File: config.mk
export PLATFORM = sky130hd
export DESIGN_NAME = hazard_ctrl
export DESIGN_NICKNAME = d
export VERILOG_FILES = /design/src/rtl/hazard_ctrl.sv
export SDC_FILE = /design/constraint.sdc
export NUM_CORES = 1
export LEC_CHECK = 0
export ABC_AREA = 1
export BUFFER_PORTS_ARGS = -buffer_cell sky130_fd_sc_hd__buf_4
export CAP_MARGIN = 20
export CORE_MARGIN = 3
export CORE_UTILIZATION = 51
export DETAILED_ROUTE_END_ITERATION = 12
export PLACE_DENSITY = 0.81
export SYNTH_ARGS = -nofsm -noshare
export SYNTH_HDL_FRONTEND = slang
export SYNTH_SLANG_ARGS = --single-unit
File: constraint.sdc
create_clock -name clk -period 1.6 [get_ports clk]
set_input_delay 0.08 -clock clk [delete_from_list [all_inputs] [get_ports clk]]
set_output_delay 0.08 -clock clk [all_outputs]
set_load 0.01 [all_outputs]
File: src/rtl/hazard_ctrl.sv
// ---------------------------------------------------------------------------
// hazard_ctrl
//   Hazard and stall controller for the 5-stage ARM pipeline. It resolves
//   load-use hazards by stalling and inserting a bubble, and PC writes or
//   taken branches by flushing. It freezes the whole pipeline while the data
//   memory is not ready, and a watchdog forces a release after MEM_TIMEOUT
//   wait cycles. A saturating counter records the cycles spent with D stalled.
//
// Ports
//   clk, reset                 pipeline clock, asynchronous active-low reset
//   RA1D/RA2D, RA1E/RA2E       source registers in D and E
//   WA3E/WA3M/WA3W             destination registers in E, M, W
//   RegWriteM/RegWriteW        register write pending in M / W
//   MemtoRegE                  load instruction in E
//   PCSrcD/E/M/W               PC-writing instruction in that stage
//   BranchTakenE               branch resolved taken in E
//   MemReqM/MemReadyM          data-memory request / completion in M
//   ForwardAE/ForwardBE        E-stage forwarding selects (00 RF, 01 W, 10 M)
//   StallF..StallW             hold the register feeding that stage
//   FlushD/FlushE              synchronous clear of the D / E registers
//   mem_err                    sticky memory-timeout flag
//   wait_state                 FSM state (00 RUN, 01 WAIT, 10 TOUT)
//   stall_cnt                  saturating count of cycles with StallD high
// ---------------------------------------------------------------------------
module hazard_ctrl #(
  parameter int MEM_TIMEOUT = 8,
  parameter int CNT_W       = 16
) (
  input  logic             clk,
  input  logic             reset,
  input  logic [3:0]       RA1D,
  input  logic [3:0]       RA2D,
  input  logic [3:0]       RA1E,
  input  logic [3:0]       RA2E,
  input  logic [3:0]       WA3E,
  input  logic [3:0]       WA3M,
  input  logic [3:0]       WA3W,
  input  logic             RegWriteM,
  input  logic             RegWriteW,
  input  logic             MemtoRegE,
  input  logic             PCSrcD,
  input  logic             PCSrcE,
  input  logic             PCSrcM,
  input  logic             PCSrcW,
  input  logic             BranchTakenE,
  input  logic             MemReqM,
  input  logic             MemReadyM,
  output logic [1:0]       ForwardAE,
  output logic [1:0]       ForwardBE,
  output logic             StallF,
  output logic             StallD,
  output logic             StallE,
  output logic             StallM,
  output logic             StallW,
  output logic             FlushD,
  output logic             FlushE,
  output logic             mem_err,
  output logic [1:0]       wait_state,
  output logic [CNT_W-1:0] stall_cnt
);

  typedef enum logic [1:0] {
    RUN  = 2'b00,
    WAIT = 2'b01,
    TOUT = 2'b10
  } state_e;

  localparam logic [7:0] TIMEOUT_C = MEM_TIMEOUT[7:0];

  state_e           state_q, state_d;
  logic [7:0]       waitCnt_q, waitCnt_d;
  logic             memErr_q, memErr_d;
  logic [CNT_W-1:0] stallCnt_q, stallCnt_d;

  logic memWaitReq;
  logic memStall;
  logic ldrStall;
  logic pcPend;

  // Forwarding select for one E-stage source. R15 reads PC+8, so it is never
  // forwarded; the M stage holds the younger result and therefore wins over W.
  function automatic logic [1:0] fwdSel(
    input logic [3:0] ra,
    input logic       regWriteM,
    input logic [3:0] wa3M,
    input logic       regWriteW,
    input logic [3:0] wa3W
  );
    logic [1:0] sel;
    sel = 2'b00;
    if (ra != 4'd15) begin
      if (regWriteM && (wa3M == ra))      sel = 2'b10;
      else if (regWriteW && (wa3W == ra)) sel = 2'b01;
    end
    return sel;
  endfunction

  assign memWaitReq = MemReqM & ~MemReadyM;

  // State register: memory-wait FSM, its cycle counter, the sticky timeout
  // flag and the stall performance counter.
  always_ff @(posedge clk or negedge reset) begin
    if (!reset) begin
      state_q    <= RUN;
      waitCnt_q  <= 8'd0;
      memErr_q   <= 1'b0;
      stallCnt_q <= '0;
    end else begin
      state_q    <= state_d;
      waitCnt_q  <= waitCnt_d;
      memErr_q   <= memErr_d;
      stallCnt_q <= stallCnt_d;
    end
  end

  // Next-state logic. The first stalled cycle is spent in RUN, so leaving WAIT
  // at wait_cnt == MEM_TIMEOUT gives MEM_TIMEOUT + 1 stalled cycles in total.
  // TOUT lasts exactly one cycle in which the pipeline is allowed to advance.
  always_comb begin
    state_d    = state_q;
    waitCnt_d  = waitCnt_q;
    memErr_d   = memErr_q;
    stallCnt_d = stallCnt_q;

    case (state_q)
      RUN: begin
        if (memWaitReq) begin
          state_d   = WAIT;
          waitCnt_d = 8'd1;
        end else begin
          waitCnt_d = 8'd0;
        end
      end
      WAIT: begin
        if (!memWaitReq) begin
          state_d   = RUN;
          waitCnt_d = 8'd0;
        end else if (waitCnt_q == TIMEOUT_C) begin
          state_d  = TOUT;
          memErr_d = 1'b1;
        end else begin
          waitCnt_d = waitCnt_q + 8'd1;
        end
      end
      TOUT: begin
        state_d   = RUN;
        waitCnt_d = 8'd0;
      end
      default: begin
        state_d   = RUN;
        waitCnt_d = 8'd0;
      end
    endcase

    if (StallD && (stallCnt_q != '1)) begin
      stallCnt_d = stallCnt_q + CNT_W'(1);
    end
  end

  // Output logic. A memory wait freezes every stage and defers flushes: the
  // instruction that asked for the flush is frozen too, so the flush fires on
  // the first cycle after the pipeline is released.
  always_comb begin
    ForwardAE = fwdSel(RA1E, RegWriteM, WA3M, RegWriteW, WA3W);
    ForwardBE = fwdSel(RA2E, RegWriteM, WA3M, RegWriteW, WA3W);

    ldrStall  = MemtoRegE && (WA3E != 4'd15) &&
                ((WA3E == RA1D) || (WA3E == RA2D));
    pcPend    = PCSrcD | PCSrcE | PCSrcM;
    memStall  = memWaitReq && (state_q != TOUT);

    StallF    = ldrStall | pcPend | memStall;
    StallD    = ldrStall | memStall;
    StallE    = memStall;
    StallM    = memStall;
    StallW    = memStall;
    FlushD    = (pcPend | PCSrcW | BranchTakenE) & ~memStall;
    FlushE    = (ldrStall | BranchTakenE) & ~memStall;

    mem_err    = memErr_q;
    wait_state = state_q;
    stall_cnt  = stallCnt_q;
  end

endmodule

Word-level counts from Yosys, hierarchy flattened:

Cells that the tools add are included.

* muxes and demuxes: 14
* $add $sub $neg: 2
* eq/ne operators: 16
* bitwise logic cells: 13
* reduce and logical (&&, ||, !) cells: 12

Operators by type and width (count)
* equality test 4 bit: 6
* adder 16 x 1 -> 16 bit, second input constant: 1
* 2-to-1 mux 8 bit: 2
* != test 16 bit, second input constant: 1
* one-hot mux 8 bit (2 select lines): 1
* 2-to-1 mux 2 bit: 7
* != test 4 bit, second input constant: 3
* adder 8 x 1 -> 8 bit, second input constant: 1
* equality test 8 x 4 -> 1 bit, second input constant: 1
* logical AND 1 bit: 8
* bitwise OR 1 bit: 8
* != test 3 bit, second input constant: 2
* != test 2 bit, second input constant: 2
* one-hot mux 2 bit (2 select lines): 1
* bitwise AND 1 bit: 3
* 2-to-1 mux 1 bit: 3
* AND reduction 3 bit: 1
* equality test 2 x 1 -> 1 bit, second input constant: 1
* logical NOT 2 bit: 1
* inverter 1 bit: 2
* AND reduction 2 bit: 1
* logical OR 1 bit: 1

* register bits: 27
* word-level logic and storage cells: 61

Longest topological paths before layout:

Gate-level depths: netlist (run 1).

* word-level depth: 5
* gate-level depth with buffers: 12
* mapped depth without buffers: 11

Worst setup path after synthesis (run 1):

Ideal clock, no wire load.

* path type: reg-to-reg
* start: reg stallCnt_q[0], in the netlist stall_cnt[0]
* end: reg stallCnt_q[9], in the netlist stall_cnt[9]
* data required time: 1.483 ns
* buffers on the path: 1
* data arrival time: 1.380 ns
* setup slack: 0.102 ns
* stages on the path, launching flop included: 10
* period minus slack after synthesis: 1.498 ns
* path through: dfrtp_1 ha_1 inv_1 nor2_4 nand2_4 nor2_4 nand2_4 buf_6 nand3_1 nand2_1

* longest elaborated chain between the ends: 2
* elaborated cells on any way between the ends: 3

RTL lines
* start: declaration: RTL line 73 `logic [CNT_W-1:0] stallCnt_q, stallCnt_d;`
* start signal: assignment: RTL line 112 `stallCnt_q <= stallCnt_d;`
* branches (longest 2 deep; another with adder 16 x 1 -> 16 bit)

Several ways; the timed one is not identified.
A chain may end at the register's enable or synchronous reset.

Worst setup path in the final report (run 1):

* start: reg stallCnt_q[0], in the netlist stall_cnt[0]
* end: reg stallCnt_q[13], in the netlist stall_cnt[13]

The elaborated chain is that of the path after synthesis.

==> flow_summary.toml, run 1 <==
[cts]
clk_pin_slew_ns = 0.10
h-tree-depth = 1
clk_path_buf_depth = 2
clockRootBuffer = "clkbuf_8"
cts_tree = "yes"
cts-buffers-inserted = 3
clkLatencyLatePin_ns = 0.28
clock-sinks = 27

[global_routing]
antenna_found_initial = 0
grt_pass1_wl_um = 8670
grt.overflow.total = 0
grt_max_degree = 28
track_usage_pct = 21.1
grt_pass1_vias = 2048

[logic_synthesis]
async_reset_ff_share_pct = 100
yosysSeqAreaShare_pct = 32.9
synth_common_cells = "90 x nand2_1, 45 x inv_1, 32 x nor2_1"
synthCells = 310
ys_seq_elements = 27
synthTopCellsByArea = "dfrtp_1 33%, nand2_1 16%, inv_1 8.2%"
avgSynthCellArea_um2 = 6.62
synth.distinct_cells = 29
syn_area_mm2 = 0.00205
yosysTopAreaCell = "dfrtp_1"
synth_top_area_share_pct = 32.9
ys_warn_count = 0
syn_nets = 353
synth-edff-count = 0
synth_top_flop_cell = "dfrtp_1"
synth_most_common_cell = "nand2_1"

[sta]
fmax_mhz = 644
setup_viol = 0
min_period_ns = 1.55
rsz0062_at_grt = "yes"
tightest_slew_ns = 0.509
final_hold_viol_count = 0
finalMaxSlewViolations = 0
skew_ns = 0.00612
slew_headroom_pct = 65.9
final.setup.worst_slack_ns = 0.0484
timing.setup.tns_ns = 0
finalCritPeriodShare_pct = 97.0

[die]
placement_rows = 22
io_pins = 70
start_util_pct = 54.4
dieArea_mm2 = 0.00482
die_w_um = 69.5
die_h_um = 69.5
core_mm2 = 0.00377

[worst_setup_path]
worst-r2r-setup-slack_ns = 0.05
reg2reg_from = "stall_cnt[0]"
timing.rr.end = "stall_cnt[13]"
required_ns = 1.78
worst_r2r_path_depth = 10
path_class = "reg -> reg"
critPathLaunch = "stall_cnt[0]"
arrival_ns = 1.73
end_kind = "flop"
startpoint_type = "flop"
crit_fanout = 4

[final_layout]
final_cells = 440
syn2layout_area_growth_pct = 36.2
fin_util_pct = 74.2
layout-drive-gt1-share_pct = 30.1
nets = 436
n_fill_cell = 317
diodes = 0

[placed_design]
place_ws_ns = 0.0195
port_buffers = 69
dpl.hpwl_um = 3940
dp_cells = 429
gp_congestion = 0.919

[drt]
routedWlPerCell_um = 12.3
drt-total-wl_um = 5420
drt_pass1_iterations = 6
vias_per_cell = 5.12
drc = 0
via_count = 2253
drt.antenna.violating_nets = 0
dr.first_iter.drc_count = 122

[power_and_ir_drop]
power_w = 0.00186
p_leak_nw = 1.51
pwr_density_cell_mw_per_mm2 = 667
vdd_drop_max_mv = 0.844

[job]
maxCapViolCount = 0

[hold_path]
hold_class = "in -> async"

[status]
outcome = "finished clean"
[placed cells by master (no fill, tap or decap), drive strengths merged, types with 2 or more instances in the layout]
cell,instances
a211oi,2
a21oi,13
buf,82
clkbuf,3
dfrtp,27
ha,3
inv,52
nand2,96
nand3,27
nand4,6
nor2,36
nor3,10
nor4,3
o21ai,8
o22ai,4
or2,4
xnor2,9
xor2,4
[flip-flops by register name, summed over array words and instances (netlist names)]
name	cells
wait_state	2
mem_err	1
waitCnt_q	8
stall_cnt	16
[per-layer routing]
| layer | part of all wire [%] | global-route usage (%) | wire (um) |
|---|---|---|---|
| met1 | 43 | 27.3 | 2320 |
| met2 | 48 | 35.1 | 2600 |
| met3 | 8.1 | 4.93 | 439 |
| met4 | 1.2 | 6.29 | 64 |
| met5 | 0 | 0 | 0 |
[worst max path at each step]
stage	slack [ns]	to	depth (start not counted)
2_1_floorplan	0.10	stall_cnt[9]	9
3_3_place_gp	0.1	stall_cnt[13]	11
3_5_place_dp	0.02	stall_cnt[7]	9
4_1_cts	0.02	stall_cnt[6]	10
5_1_grt	-0.09	stall_cnt[13]	9
6_report	0.05	stall_cnt[13]	10
[kinds of logic (layout without fill, tap and decap cells)]
group / Yosys count / after routing / synth area share, %
simple gates: 181 / 182 / 40.0
flops: 27 / 27 / 32.9
xor+xnor: 13 / 13 / 5.55
buf+inv: 58 / 139 / 12.2
fa+ha+maj: 3 / 3 / 1.83
compound gates: 28 / 28 / 7.43
[repair_timing]
item                                   CTS  global route
pin swaps                                0             4
endpoints found under the hold margin   27             0
hold buffers                             1             0
setup endpoints to repair                2            16
setup buffers                            0             5
gates cloned                             0             1
resized for setup                        3            10
[worst max-delay path: stages (launching register included)]
cell     delay, ns
dfrtp_1       0.40
buf_4         0.15
nand3_2       0.10
inv_1         0.12
nand2_1       0.13
nor2_2        0.18
nand2_1       0.07
nor2_1        0.12
nand2_1       0.07
nand2_1       0.05
nand2_1       0.05
[where the power goes]
group | switching [W] | internal, W
combinational | 0.000306 | 0.000330
clock | 0.000217 | 0.000175
sequential | 0.0000900 | 0.000747
[metrics by stage]
stage	hold WS (ns)	area, um2
6_report	0.239	2800
4_1_cts	0.233	2720
3_5_place_dp	0.0104	2650
5_1_grt	0.254	2800
2_1_floorplan	-0.216	2050
3_3_place_gp	0.00873	2650
[layout make-up]
class	count	area [um2]	area share (%)
multi-input combinational	226	1170	42.0
sequential	27	682	24.4
timing repair buffer	83	638	22.8
inverter	52	195	6.98
tap	48	60.1	2.15
clock buffer	3	41.3	1.48
clock inverter	1	5.00	0.179
No activity file was read; power rests on OpenSTA's default activity.
==> run 2: changes to the inputs <==
--- a/config.mk
+++ b/config.mk
@@ -12,5 +12,5 @@
 export CORE_UTILIZATION = 51
 export DETAILED_ROUTE_END_ITERATION = 12
-export PLACE_DENSITY = 0.81
+export PLACE_DENSITY_LB_ADDON = 0.25
 export SYNTH_ARGS = -nofsm -noshare
 export SYNTH_HDL_FRONTEND = slang
==> constraint.sdc (replaced) <==
create_clock -name clk -period 1.6 [get_ports clk]
set_input_delay 0.08 -clock clk [delete_from_list [all_inputs] [get_ports clk]]
set_output_delay 0.08 -clock clk [all_outputs]
set_load 0.05 [all_outputs]
==> run 2 against run 1 <==
Net effect:
- cell count decreased by 1.1%
- worst hold slack got worse by 0.0050 ns
- core utilization increased by 0.90 points
- combinational power increased by 25%
- via count decreased by 3.3%
- setup slack improved by 0.018 ns
- clock power increased by 5.9%
- sequential power increased by 2%
- sequential share of layout area about the same
- first-iteration DRC count decreased by 2.5%
- flip-flop and latch count unchanged
- critical path depth decreased by 1
- critical endpoint is now stall_cnt[2]
- largest power group unchanged
==> flow_summary.toml, run 2 (synthesis gave the netlist of run 1 again) <==
[status]
outcome = "finished clean"

[global_routing]
gr-usage-met2_pct = 37.4
grt_pass1_vias = 2062
grt-busiest-layer = "met2"
track_usage_pct = 21.1
grt_max_degree = 28
grt_pass1_wl_um = 8630
antenna_found_initial = 0
grt.overflow.total = 0
use_met1_pct = 26.0
grtUsageMet3_pct = 4.06

[job]
maxCapViolCount = 0

[worst_setup_path]
path_class = "reg -> reg"
required_ns = 1.78
critPathLaunch = "stall_cnt[0]"
arrival_ns = 1.71
reg2reg_from = "stall_cnt[0]"
startpoint_type = "flop"
crit_fanout = 5
end_kind = "flop"

[final_layout]
fin_util_pct = 75.0
layout_common_cells = "82 x nand2_1, 76 x buf_4, 45 x inv_1"
nets = 431
layout-drive-gt1-share_pct = 33.3
final_common_cell = "nand2_1"
diodes = 0
syn2layout_area_growth_pct = 37.8
largest_register_ff_count = 16

[drt]
via_count = 2178
vias_per_cell = 5.01
drt_pass1_iterations = 4
drt-total-wl_um = 5070
drt.antenna.violating_nets = 0
dr.first_iter.drc_count = 119
routedWlPerCell_um = 11.7
drc = 0

[power_and_ir_drop]
power_w = 0.00206
pwr_density_cell_mw_per_mm2 = 728
p_leak_nw = 1.51
vdd_drop_max_mv = 0.908

[sta]
finalCritPeriodShare_pct = 95.8
skew_ns = 0.00521
min_period_ns = 1.53
tightest_slew_ns = 0.458
finalMaxSlewViolations = 0
final.setup.worst_slack_ns = 0.0668
final_hold_viol_count = 0
fmax_mhz = 652
setup_viol = 0
slew_headroom_pct = 69.4

[placed_design]
place_ws_ns = 0.0455
gp_congestion = 0.876
dpl.hpwl_um = 3930
port_buffers = 69

[die]
die_h_um = 69.5
start_util_pct = 54.4
core_mm2 = 0.00377
placement_rows = 22
die_w_um = 69.5
io_pins = 70
dieArea_mm2 = 0.00482

[cts]
cts_tree = "yes"
clk_pin_slew_ns = 0.10
cts-buffers-inserted = 3
clkLatencyLatePin_ns = 0.28
clk_path_buf_depth = 2
clockRootBuffer = "clkbuf_8"
h-tree-depth = 1
clock-sinks = 27

[hold_path]
hold_class = "in -> async"
run 2: changes by cell type in the layout (fill, tap and decap cells not counted), moves of 2 or more:
| cell | change |
|---|---|
| nor4_1 | -2 |
| nand2_1 | -7 |
| nor4_2 | +2 |
| dfrtp_1 | -6 |
| buf_4 | -5 |
| nand2_2 | +6 |
| nand2_8 | +2 |
| dfrtp_2 | +6 |
run 2: where the power goes:
group          total [W]  leakage [nW]  switching, W  internal, W
clock network   0.000415        0.0217      0.000237     0.000177
logic           0.000794          1.14      0.000501     0.000294
registers       0.000851         0.353     0.0000996     0.000751
total            0.00206          1.51      0.000837      0.00122
run 2: metrics by stage:
step	hold slack, ns	setup TNS (ns)	instances	instance area [um2]
6_report	0.234	0	435	2830
5_1_grt	0.268	-0.128	435	2830
4_1_cts	0.247	0	431	2760
3_5_place_dp	0.0131	0	426	2700
3_3_place_gp	0.00964	0	426	2700
2_1_floorplan	-0.216	-0.698	310	2150
run 2: metal layers:
layer	part of all wire [%]	vias up	wire [um]
li1	-	1133	-
met1	44	984	2230
met2	50	57	2560
met3	4.7	4	238
met4	0.95	0	48
met5	0	-	0
run 2: layout make-up:
cell class | count | area (um2)
Inverter | 52 | 195
Sequential cell | 27 | 689
Fill cell | 297 | 941
Clock buffer | 3 | 41.3
Clock inverter | 1 | 7.51
Multi-Input combinational cell | 227 | 1260
Timing Repair Buffer | 77 | 581
Tap cell | 48 | 60.1
run 2: worst max-delay path, cell delays in order (launching register included):
cell,delay [ns]
dfrtp_2,0.43
ha_4,0.16
inv_1,0.06
nor2_4,0.12
nand2_4,0.08
nor2_4,0.21
buf_4,0.16
nand2_4,0.05
nand3_1,0.10
nand2_1,0.06
run 2: worst paths after layout:
check | endpoint | slack (ns) | depth (start not counted)
setup / recovery | stall_cnt[2] | 0.07 | 9
hold / removal | waitCnt_q[2] | 0.23 | 2
setup reg to reg | stall_cnt[2] | 0.07 | 9
hold reg to reg | mem_err | 0.49 | 1
max in group asynchronous | stall_cnt[2] | 1.08 | 2
min in group clk | wait_state[0] | 0.25 | 5
run 2: timing repair:
item | 4_1_cts | 5_1_grt
gates resized for setup | 0 | 6
setup endpoints to repair | 0 | 16
buffers inserted | 0 | 2
hold endpoints to repair | 27 | 0
hold buffers | 1 | 0
